===== config.mk =====
export PLATFORM = sky130hd
export DESIGN_NAME = matrix_engine_p
export DESIGN_NICKNAME = d
export VERILOG_FILES = /design/src/rtl/matrix_pkg.sv /design/src/rtl/matrix_mac.sv /design/src/rtl/matrix_engine_p.sv
export SDC_FILE = /design/constraint.sdc
export NUM_CORES = 2
export LEC_CHECK = 0
export BUFFER_PORTS_ARGS = -buffer_cell sky130_fd_sc_hd__buf_2
export CORE_MARGIN = 1
export CORE_UTILIZATION = 40
export CTS_CLUSTER_SIZE = 30
export DETAILED_ROUTE_END_ITERATION = 7
export HOLD_SLACK_MARGIN = 0.05
export PLACE_DENSITY = 0.7
export SLEW_MARGIN = 5
export SYNTH_ARGS = -nofsm -noshare
export SYNTH_HDL_FRONTEND = slang
export SYNTH_SLANG_ARGS = --single-unit

===== constraint.sdc =====
create_clock -name clk -period 23.9 [get_ports clk]
set_input_delay 4.78 -clock clk [delete_from_list [all_inputs] [get_ports clk]]
set_output_delay 4.78 -clock clk [all_outputs]
set_load 0.02 [all_outputs]

===== src/rtl/matrix_pkg.sv =====
// Shared definitions for the matrix engine: op codes, error codes, FSM states
// and the matrix-product accumulator width.
package matrix_pkg;

    typedef enum logic [2:0] {
        OP_TRANS = 3'd0,
        OP_ADD   = 3'd1,
        OP_SUB   = 3'd2,
        OP_SCALE = 3'd3,
        OP_HAD   = 3'd4,
        OP_MMUL  = 3'd5,
        OP_RSV6  = 3'd6,
        OP_RSV7  = 3'd7
    } op_e;

    localparam logic [1:0] ERR_NONE  = 2'd0;
    localparam logic [1:0] ERR_OP    = 2'd1;
    localparam logic [1:0] ERR_DIM   = 2'd2;
    localparam logic [1:0] ERR_SHAPE = 2'd3;

    typedef enum logic [1:0] {
        S_IDLE   = 2'd0,
        S_LOAD   = 2'd1,
        S_CALC   = 2'd2,
        S_OUTPUT = 2'd3
    } state_e;

    // Product of two DATA_W values summed up to 7 times needs 3 guard bits.
    function automatic int acc_width(input int data_w);
        return 2 * data_w + 3;
    endfunction

endpackage


===== src/rtl/matrix_mac.sv =====
// Element datapath: full-precision element arithmetic, product accumulator and
// reduction to RES_W. Saturating reduction when MATRIX_SAT_EN is defined.
module matrix_mac
    import matrix_pkg::*;
#(
    parameter int DATA_W = 8,
    parameter int RES_W  = 16
) (
    input  logic              clk,
    input  logic              rst_n,
    input  logic [2:0]        i_op,
    input  logic [DATA_W-1:0] i_a,
    input  logic [DATA_W-1:0] i_b,
    input  logic [DATA_W-1:0] i_scalar,
    input  logic              i_mac_en,
    input  logic              i_clr,
    output logic [RES_W-1:0]  o_res
);

    localparam int ACC_W = acc_width(DATA_W);

    logic        [ACC_W-1:0]    r_acc;
    logic        [DATA_W-1:0]   w_mul_b;
    logic        [2*DATA_W-1:0] w_prod;
    logic signed [ACC_W:0]      w_a_s;
    logic signed [ACC_W:0]      w_b_s;
    logic signed [ACC_W:0]      w_p_s;
    logic signed [ACC_W:0]      w_acc_s;
    logic signed [ACC_W:0]      w_full;

    function automatic logic [RES_W-1:0] reduce(input logic signed [ACC_W:0] v);
`ifdef MATRIX_SAT_EN
        if (v < 0)
            return '0;
        else if (v > $signed({{(ACC_W+1-RES_W){1'b0}}, {RES_W{1'b1}}}))
            return '1;
        else
            return RES_W'(v);
`else
        return RES_W'(v);
`endif
    endfunction

    assign w_mul_b = (i_op == OP_SCALE) ? i_scalar : i_b;
    assign w_prod  = (2*DATA_W)'(i_a) * (2*DATA_W)'(w_mul_b);
    assign w_a_s   = $signed({{(ACC_W+1-DATA_W){1'b0}}, i_a});
    assign w_b_s   = $signed({{(ACC_W+1-DATA_W){1'b0}}, i_b});
    assign w_p_s   = $signed({{(ACC_W+1-2*DATA_W){1'b0}}, w_prod});
    assign w_acc_s = $signed({1'b0, r_acc});

    always_comb begin
        w_full = '0;
        case (op_e'(i_op))
            OP_TRANS:        w_full = w_a_s;
            OP_ADD:          w_full = w_a_s + w_b_s;
            OP_SUB:          w_full = w_a_s - w_b_s;
            OP_SCALE,
            OP_HAD:          w_full = w_p_s;
            OP_MMUL:         w_full = w_acc_s;
            default:         w_full = '0;
        endcase
    end

    assign o_res = reduce(w_full);

    always_ff @(posedge clk or negedge rst_n) begin
        if (!rst_n)
            r_acc <= '0;
        else if (i_clr)
            r_acc <= '0;
        else if (i_mac_en)
            r_acc <= r_acc + ACC_W'(w_prod);
    end

endmodule


===== src/rtl/matrix_engine_p.sv =====
// Matrix engine top: request checking, IDLE/LOAD/CALC/OUTPUT sequencing and
// result array. Optional MATRIX_SAT_EN selects saturating result reduction.
module matrix_engine_p
    import matrix_pkg::*;
#(
    parameter int MAX_DIM = 5,
    parameter int DATA_W  = 8,
    parameter int RES_W   = 16
) (
    input  logic                              clk,
    input  logic                              rst_n,
    input  logic                              start,
    input  logic [2:0]                        op,
    input  logic [2:0]                        a_rows,
    input  logic [2:0]                        a_cols,
    input  logic [2:0]                        b_rows,
    input  logic [2:0]                        b_cols,
    input  logic [DATA_W-1:0]                 scalar,
    input  logic [MAX_DIM*MAX_DIM*DATA_W-1:0] a_data,
    input  logic [MAX_DIM*MAX_DIM*DATA_W-1:0] b_data,
    output logic [MAX_DIM*MAX_DIM*RES_W-1:0]  res_data,
    output logic [2:0]                        res_rows,
    output logic [2:0]                        res_cols,
    output logic                              busy,
    output logic                              done,
    output logic                              error,
    output logic [1:0]                        err_code
);

    localparam int N     = MAX_DIM * MAX_DIM;
    localparam int IDX_W = $clog2(N);

    state_e            r_state;
    logic [2:0]        r_op, r_arows, r_acols, r_bcols, r_rrows, r_rcols;
    logic [2:0]        r_i, r_j, r_k;
    logic [DATA_W-1:0] r_scalar;
    logic [DATA_W-1:0] r_a [N];
    logic [DATA_W-1:0] r_b [N];
    logic [RES_W-1:0]  r_res [N];

    logic [1:0]        w_err;
    logic              w_use_b, w_shape_eq, w_mmul, w_last_k, w_last_el;
    logic              w_mac_en, w_clr;
    logic [2:0]        w_kk;
    logic [IDX_W-1:0]  w_a_idx, w_b_idx, w_res_idx;
    logic [RES_W-1:0]  w_mac_res;

    function automatic logic dim_bad(input logic [2:0] d);
        return (d == 3'd0) || (d > 3'(MAX_DIM));
    endfunction

    always_comb begin
        w_err      = ERR_NONE;
        w_use_b    = (op == OP_ADD) || (op == OP_SUB) || (op == OP_HAD) || (op == OP_MMUL);
        w_shape_eq = (op == OP_MMUL) ? (a_cols == b_rows)
                                     : (a_rows == b_rows) && (a_cols == b_cols);
        if (op > OP_MMUL)
            w_err = ERR_OP;
        else if (dim_bad(a_rows) || dim_bad(a_cols) ||
                 (w_use_b && (dim_bad(b_rows) || dim_bad(b_cols))))
            w_err = ERR_DIM;
        else if (w_use_b && !w_shape_eq)
            w_err = ERR_SHAPE;
    end

    // Product walks k over a_cols MAC cycles, then spends k == a_cols on the write.
    assign w_mmul    = (r_op == OP_MMUL);
    assign w_last_k  = (r_k == r_acols);
    assign w_kk      = w_last_k ? 3'd0 : r_k;
    assign w_last_el = (r_i == r_rrows - 3'd1) && (r_j == r_rcols - 3'd1);
    assign w_mac_en  = (r_state == S_CALC) && w_mmul && !w_last_k;
    assign w_clr     = (r_state == S_LOAD) || ((r_state == S_CALC) && w_mmul && w_last_k);
    assign w_res_idx = IDX_W'(r_i) * IDX_W'(r_rcols) + IDX_W'(r_j);

    always_comb begin
        w_a_idx = IDX_W'(r_i) * IDX_W'(r_acols) + IDX_W'(r_j);
        w_b_idx = w_a_idx;
        if (r_op == OP_TRANS) begin
            w_a_idx = IDX_W'(r_j) * IDX_W'(r_acols) + IDX_W'(r_i);
        end else if (w_mmul) begin
            w_a_idx = IDX_W'(r_i) * IDX_W'(r_acols) + IDX_W'(w_kk);
            w_b_idx = IDX_W'(w_kk) * IDX_W'(r_bcols) + IDX_W'(r_j);
        end
    end

    matrix_mac #(
        .DATA_W (DATA_W),
        .RES_W  (RES_W)
    ) u_mac (
        .clk      (clk),
        .rst_n    (rst_n),
        .i_op     (r_op),
        .i_a      (r_a[w_a_idx]),
        .i_b      (r_b[w_b_idx]),
        .i_scalar (r_scalar),
        .i_mac_en (w_mac_en),
        .i_clr    (w_clr),
        .o_res    (w_mac_res)
    );

    always_ff @(posedge clk or negedge rst_n) begin
        if (!rst_n) begin
            r_state  <= S_IDLE;
            {r_op, r_arows, r_acols, r_bcols, r_rrows, r_rcols} <= '0;
            {r_i, r_j, r_k} <= '0;
            r_scalar <= '0;
            for (int n = 0; n < N; n++) begin
                r_a[n]   <= '0;
                r_b[n]   <= '0;
                r_res[n] <= '0;
            end
            res_data <= '0;
            res_rows <= '0;
            res_cols <= '0;
            busy     <= 1'b0;
            done     <= 1'b0;
            error    <= 1'b0;
            err_code <= ERR_NONE;
        end else begin
            done  <= 1'b0;
            error <= 1'b0;
            case (r_state)
                S_IDLE: begin
                    if (start && (w_err != ERR_NONE)) begin
                        error    <= 1'b1;
                        err_code <= w_err;
                    end else if (start) begin
                        // Latch with the accepted request so the stored shape is the checked one.
                        err_code <= ERR_NONE;
                        busy     <= 1'b1;
                        r_state  <= S_LOAD;
                        r_op     <= op;
                        r_arows  <= a_rows;
                        r_acols  <= a_cols;
                        r_bcols  <= b_cols;
                        r_scalar <= scalar;
                        for (int n = 0; n < N; n++) begin
                            r_a[n] <= a_data[n*DATA_W +: DATA_W];
                            r_b[n] <= b_data[n*DATA_W +: DATA_W];
                        end
                    end
                end
                S_LOAD: begin
                    {r_i, r_j, r_k} <= '0;
                    for (int n = 0; n < N; n++)
                        r_res[n] <= '0;
                    r_rrows <= (r_op == OP_TRANS) ? r_acols : r_arows;
                    r_rcols <= (r_op == OP_TRANS) ? r_arows :
                               (r_op == OP_MMUL)  ? r_bcols : r_acols;
                    r_state <= S_CALC;
                end
                S_CALC: begin
                    if (w_mac_en) begin
                        r_k <= r_k + 3'd1;
                    end else begin
                        r_res[w_res_idx] <= w_mac_res;
                        r_k <= 3'd0;
                        if (w_last_el) begin
                            r_state <= S_OUTPUT;
                        end else if (r_j == r_rcols - 3'd1) begin
                            r_j <= 3'd0;
                            r_i <= r_i + 3'd1;
                        end else begin
                            r_j <= r_j + 3'd1;
                        end
                    end
                end
                S_OUTPUT: begin
                    for (int n = 0; n < N; n++)
                        res_data[n*RES_W +: RES_W] <= r_res[n];
                    res_rows <= r_rrows;
                    res_cols <= r_rcols;
                    done     <= 1'b1;
                    busy     <= 1'b0;
                    r_state  <= S_IDLE;
                end
                default: r_state <= S_IDLE;
            endcase
        end
    end

endmodule


# == Word-level counts from Yosys, hierarchy flattened ==
# Index checks and enable logic that the tools add are counted.
# op_classes
n_addsub,13
n_mul,5
order_cmp,9
n_eq_ne,24
mux,50
bitwise,4
reduce_logical,41
# op_table
operator,count
$pmux W400 S2,1
$bwmux W400,1
$mux W400,1
$bmux W8 S5,2
$demux W16 S5,1
$pmux W16 S5,1
$mux W8,5
$mux W19,2
$mux W3,11
$add A5 B3 Y5,5
$mul A3 B3 Y5,4
$mux W5,4
$add A19 B16 Y19,1
$eq A3 B3 Y1,6
$ge A6 B6 Y1 const B,3
$mux W2,9
$not A5 Y6,3
$pmux W3 S2,3
$mul A8 B8 Y16,1
$mux W16,1
$gt A3 B3 Y1 const B,5
$logic_not A3 Y1,5
$eq A3 B3 Y1 const B,4
$logic_or A1 B1 Y1,11
other kinds (23),56
# totals
ff_bits,1267
input_bits,426

# == Depth between registers and ports, before layout ==
# depth
word_depth,16
depth_mapped,43
ltp_nobuf,39

# == Cells and area by module ==
# A second synthesis with hierarchy kept.
# hier_totals
hier_cells,4526
area_unflattened_um2,60165.2
# by_module_without_submodules
module,n_inst,cells_per_inst,area_per_inst_um2,seq_area_each_um2
matrix_engine_p,1,3956,55443.2,31230.0
matrix_mac,1,570,4722.0,400.4

# == Worst setup path after synthesis ==
# No wires, ideal clock.
# synth_path
kind,register to register
startpoint,register r_acols[2]
endpoint,register u_mac.r_acc[14]
setup_time_ns,0.121
arrival_time_ns,8.917
path_slack_ns,14.862
path_stages_with_launch,36
period_less_slack_ns,9.038
cell_sequence,dfrtp_1 clkbuf_1 xnor2_1 a31oi_1 nand2_1 fa_1 inv_1 fa_1 fa_1 xor2_1 nand2_1 o31ai_1 buf_2 buf_2 a311o_1 a311oi_1 a21oi_1 a21o_1 or2_2 fa_1 fa_1 inv_1 fa_1 inv_1 fa_1 inv_1 ha_1 a2111oi_0 o31ai_1 xor2_1 ha_1 or3_1 or3_1 a31o_2 xor2_1 a22o_1
# synth_via
elab_chain_cells,15
elab_cells_between_ends,31
cone_classes,5 x add/sub; 4 x mul; 1 x eq/ne; 14 x mux; 2 x bitwise; 5 x reduce/logical
# synth_lines
element,line,source
"start, declared",matrix_engine_p.sv:34,"logic [2:0] r_op, r_arows, r_acols, r_bcols, r_rrows, r_rcols;"
"start signal, assigned",matrix_engine_p.sv:134,r_acols <= a_cols;
$eq A3 B3 Y1,matrix_engine_p.sv:68,assign w_last_k = (r_k == r_acols);
$mux W3,matrix_engine_p.sv:69,assign w_kk = w_last_k ? 3'd0 : r_k;
$mul A3 B3 Y5,matrix_engine_p.sv:82,w_b_idx = IDX_W'(w_kk) * IDX_W'(r_bcols) + IDX_W'(r_j);
$add A5 B3 Y5,matrix_engine_p.sv:82,
$mux W5,matrix_engine_p.sv:80,end else if (w_mmul) begin
$mux W5,matrix_engine_p.sv:78,if (r_op == OP_TRANS) begin
$not A5 Y6 (not written as such),matrix_engine_p.sv:94,".i_b (r_b[w_b_idx]),"
$bmux W8 S5,matrix_engine_p.sv:94,
$mux W8 (not written as such) (2 in a row),matrix_engine_p.sv:94,
$mux W8,matrix_mac.sv:44,assign w_mul_b = (i_op == OP_SCALE) ? i_scalar : i_b;
$mul A8 B8 Y16,matrix_mac.sv:45,assign w_prod = (2*DATA_W)'(i_a) * (2*DATA_W)'(w_mul_b);
$add A19 B16 Y19,matrix_mac.sv:72,r_acc <= r_acc + ACC_W'(w_prod);
$mux W19,matrix_mac.sv:71,else if (i_mac_en)
$mux W19,matrix_mac.sv:69,else if (i_clr)
"end signal, assigned",matrix_mac.sv:72,
"end, declared",matrix_mac.sv:22,logic [ACC_W-1:0] r_acc;
# Several ways; a longest one is shown, not always the timed one. The select of a mux whose other input is x is not followed.
# A chain may end at the register's enable or synchronous reset.

# == Final worst setup path ==
# layout_path
startpoint,register r_j[2]
endpoint,register u_mac.r_acc[14]
# layout_via
elab_chain_cells,12
elab_cells_between_ends,21
cone_classes,4 x add/sub; 2 x mul; 13 x mux; 2 x bitwise
# layout_lines
element,line,source
"start, declared",matrix_engine_p.sv:35,"logic [2:0] r_i, r_j, r_k;"
"start signal, assigned",matrix_engine_p.sv:164,r_j <= r_j + 3'd1;
"parallel branches: the longest is 8 deep, another holds $mul A3 B3 Y5",-,
$mul A8 B8 Y16 *,matrix_mac.sv:45,
$add A19 B16 Y19 *,matrix_mac.sv:72,
$mux W19 *,matrix_mac.sv:71,
$mux W19 *,matrix_mac.sv:69,
# Mark *: on every way between the ends. The select of a mux whose other input is x is not followed.

==> results.ini <==
[die]
coreArea_sq_mm = 0.140
core.rowCount = 137
die_x_um = 379
io_pins = 837
dieArea_sq_mm = 0.143
start_util_pct = 40.5
die_height_um = 379

[placed_design]
dp_slack_ps = 13380
hpwlAfterDp_um = 116000
port_buffers = 836
gp_congestion = 0.874

[sta]
tns_ps = 0
slew_headroom_pct = 15.3
finalHoldViolations = 0
setup_viol = 0
tightest_slew_ps = 1270
fin_crit_sh_pct = 44.2
setup_slack_ps = 13350
clock.fmax_mhz = 94.7
rsz0062_at_grt = no
slew_viol_final = 0
holdWs_ps = 464
period_minus_slack_ps = 10550
skew_ps = 79.1

[clocking]
postCtsHoldBufs = 0
cts.sinks = 1264
clockBufferDepth = 3
cts_tree = yes
cts_max_level = 4
clk_pin_slew_ps = 60
cts_root_buf = clkbuf_16
numCtsBuffers = 138
post_cts_buffers = 0
insertion_delay_ps = 800
post_cts_resize_count = 0

[yosys]
synth.distinct_cells = 86
synthTopCellsByArea = dfrtp_1, mux2_2, nand3_1
synth_area_sq_mm = 0.0568
synth_top_area_cell = dfrtp_1
async_reset_ff_share_pct = 100
synth_top_family_by_area = multiplexers
synth-simple-area-share_pct = 8.28
synth_edf_count = 0
ys_seq_elements = 1264
synth-compound-area-share_pct = 8.96
synth.area.mux_share_pct = 18.3
post_synth.cell_area_avg_sq_um = 12.1
synth_xor_xnor_area_share_pct = 0.972
synth_fa_ha_area_share_pct = 4.28
yosysSeqAreaShare_pct = 55.7
yosys.area.top_type_share_pct = 55.7
synthCells = 4674
syn_nets = 5262
synth-main-ff-cell = dfrtp_1
synth.yosys.warnings = 0

[run]
max-cap-violations = 0

[min_path]
min_path_type = reg2reg

[cells_and_area]
drive_gt1_share_pct = 36.8
final.fill_count = 12642
nets = 5967
postLayoutCoreUtil_pct = 48.2
syn_to_final_growth_pct = 19.1

[route]
drc_errors = 0
vias = 40309
vias_per_cell = 5.44
firstDrtPassIters = 6
routed_wl_um = 169000
antenna_left = 0
wl_per_cell_um = 22.9
drtIter0Drc = 2763

[worst_setup_path]
cp_max_fo = 55
cpPeakStageDelay_ps = 740
arrival_ps = 11170
cpMostUsedCell = fa_1
critPathKind = reg2reg
cp.required_ps = 24520
crit_path_end_kind = flip-flop
critPathLaunchType = flip-flop
critical-path-slowest-cell = o21a_2

[grt]
grt_pass1_vias = 40577
grt_max_degree = 207
busiest_layer = met2
gr-usage-all-layers_pct = 23.2
grt_pass1_wl_um = 253000
antenna_found_initial = 64
grt_overflow_total = 0
use_met3_pct = 6.37
grtUsageMet1_pct = 29.6
grtUsageMet2_pct = 37.3

[run_status]
outcome = finished, final reports clean

cells by family after synthesis:
kind of cell	after synthesis
XOR/XNOR	63
multiplexers	931
AO/OA/AOI/OAI	781
buffers and inverters	478
adder cells (fa/ha/maj)	163
AND/OR/NAND/NOR	994
flip-flops	1264
worst max-delay path: cells and delay by family (launching register included):
family                   cells  cell delay (ps)
AND/OR/NAND/NOR              7             2000
AO/OA/AOI/OAI                8             2360
XOR/XNOR                     2              360
adder cells (fa/ha/maj)      9             3970
multiplexers                 1              270
flip-flops                   1              510
buffers and inverters        6              880
per-stage QoR:
stage	area (sq um)	instances
after floorplan	56800	4674
after global placement	62600	7115
after detailed placement	62600	7115
after CTS	67500	7369
after global routing	67600	7393
final	67600	7405
path summary, 6_finish.rpt:
kind	from	to	slack, ps	cells after the start
worst max-delay path	r_j[2]	u_mac.r_acc[14]	13350	33
worst min-delay path	r_res[186]	res_data[218]	460	1
worst max register to register	r_j[2]	u_mac.r_acc[14]	13350	33
worst min register to register	r_res[186]	res_data[218]	460	1
max in group asynchronous	rst_n	r_a[149]	15950	5
min in group asynchronous	rst_n	r_res[197]	3990	1
cell type report:
| cell class | count | area (sq um) | area share, % |
|---|---|---|---|
| flip-flops and latches | 1264 | 31600 | 46.8 |
| clock inverters | 53 | 976 | 1.44 |
| inverters | 131 | 492 | 0.727 |
| diodes | 36 | 90.1 | 0.133 |
| clock buffers | 201 | 3920 | 5.80 |
| repair buffers | 912 | 4810 | 7.11 |
| multi-input cells | 2932 | 23400 | 34.5 |
| well taps | 1876 | 2350 | 3.47 |
cell usage in the layout, fill, tap and decap left out, drive strengths merged, types with 34 or more instances in the layout:
cell type | synthesis | routed
clkbuf | 242 | 201
and3 | 42 | 42
mux2i | 101 | 101
a211oi | 58 | 58
diode | 0 | 36
nand3 | 459 | 459
ha | 110 | 110
inv | 131 | 134
nand2 | 283 | 283
o211ai | 34 | 34
buf | 105 | 912
a21oi | 39 | 39
mux2 | 830 | 830
xnor2 | 42 | 42
dfrtp | 1264 | 1264
nor2 | 108 | 108
fa | 52 | 52
a311oi | 46 | 46
o21ai | 421 | 421
state kept, by name, indices dropped and copies added (netlist names), 8 cells and up:
signal,cells
r_a,200
r_b,200
res_data,400
u_mac.r_acc,16
r_res,400
r_scalar,8
cell usage after synthesis (all sizes together) (4+ instances only):
| master | n |
|---|---|
| a2111oi | 4 |
| fa | 52 |
| o31ai | 4 |
| ha | 110 |
| nand2b | 10 |
| o21bai | 5 |
| a21o | 25 |
| and3 | 42 |
| mux2i | 101 |
| a211oi | 58 |
| a211o | 5 |
| dfrtp | 1264 |
| a311o | 8 |
| nand3 | 459 |
| nand2 | 283 |
| nor3 | 20 |
| nor2b | 5 |
| inv | 131 |
| o211ai | 34 |
| a311oi | 46 |
| or3 | 8 |
| a221oi | 12 |
| xnor2 | 42 |
| xor2 | 21 |
| nand3b | 4 |
| nand4 | 9 |
| buf | 105 |
| o2111a | 6 |
| o21ai | 421 |
| o21a | 8 |
| mux2 | 830 |
| a31oi | 12 |
| clkbuf | 242 |
| o311ai | 27 |
| nor2 | 108 |
| a21oi | 39 |
| and2 | 31 |
| a22o | 14 |
| a32oi | 18 |
layer usage:
layer,vias up,routed length (um)
li1,18191,-
met1,20356,69700
met2,1362,79600
met3,354,13400
met4,46,6290
met5,-,290
Power is left out: the tool's default activity adds up to more than one toggle a clock period on the data nets, which glitch-free logic cannot reach.
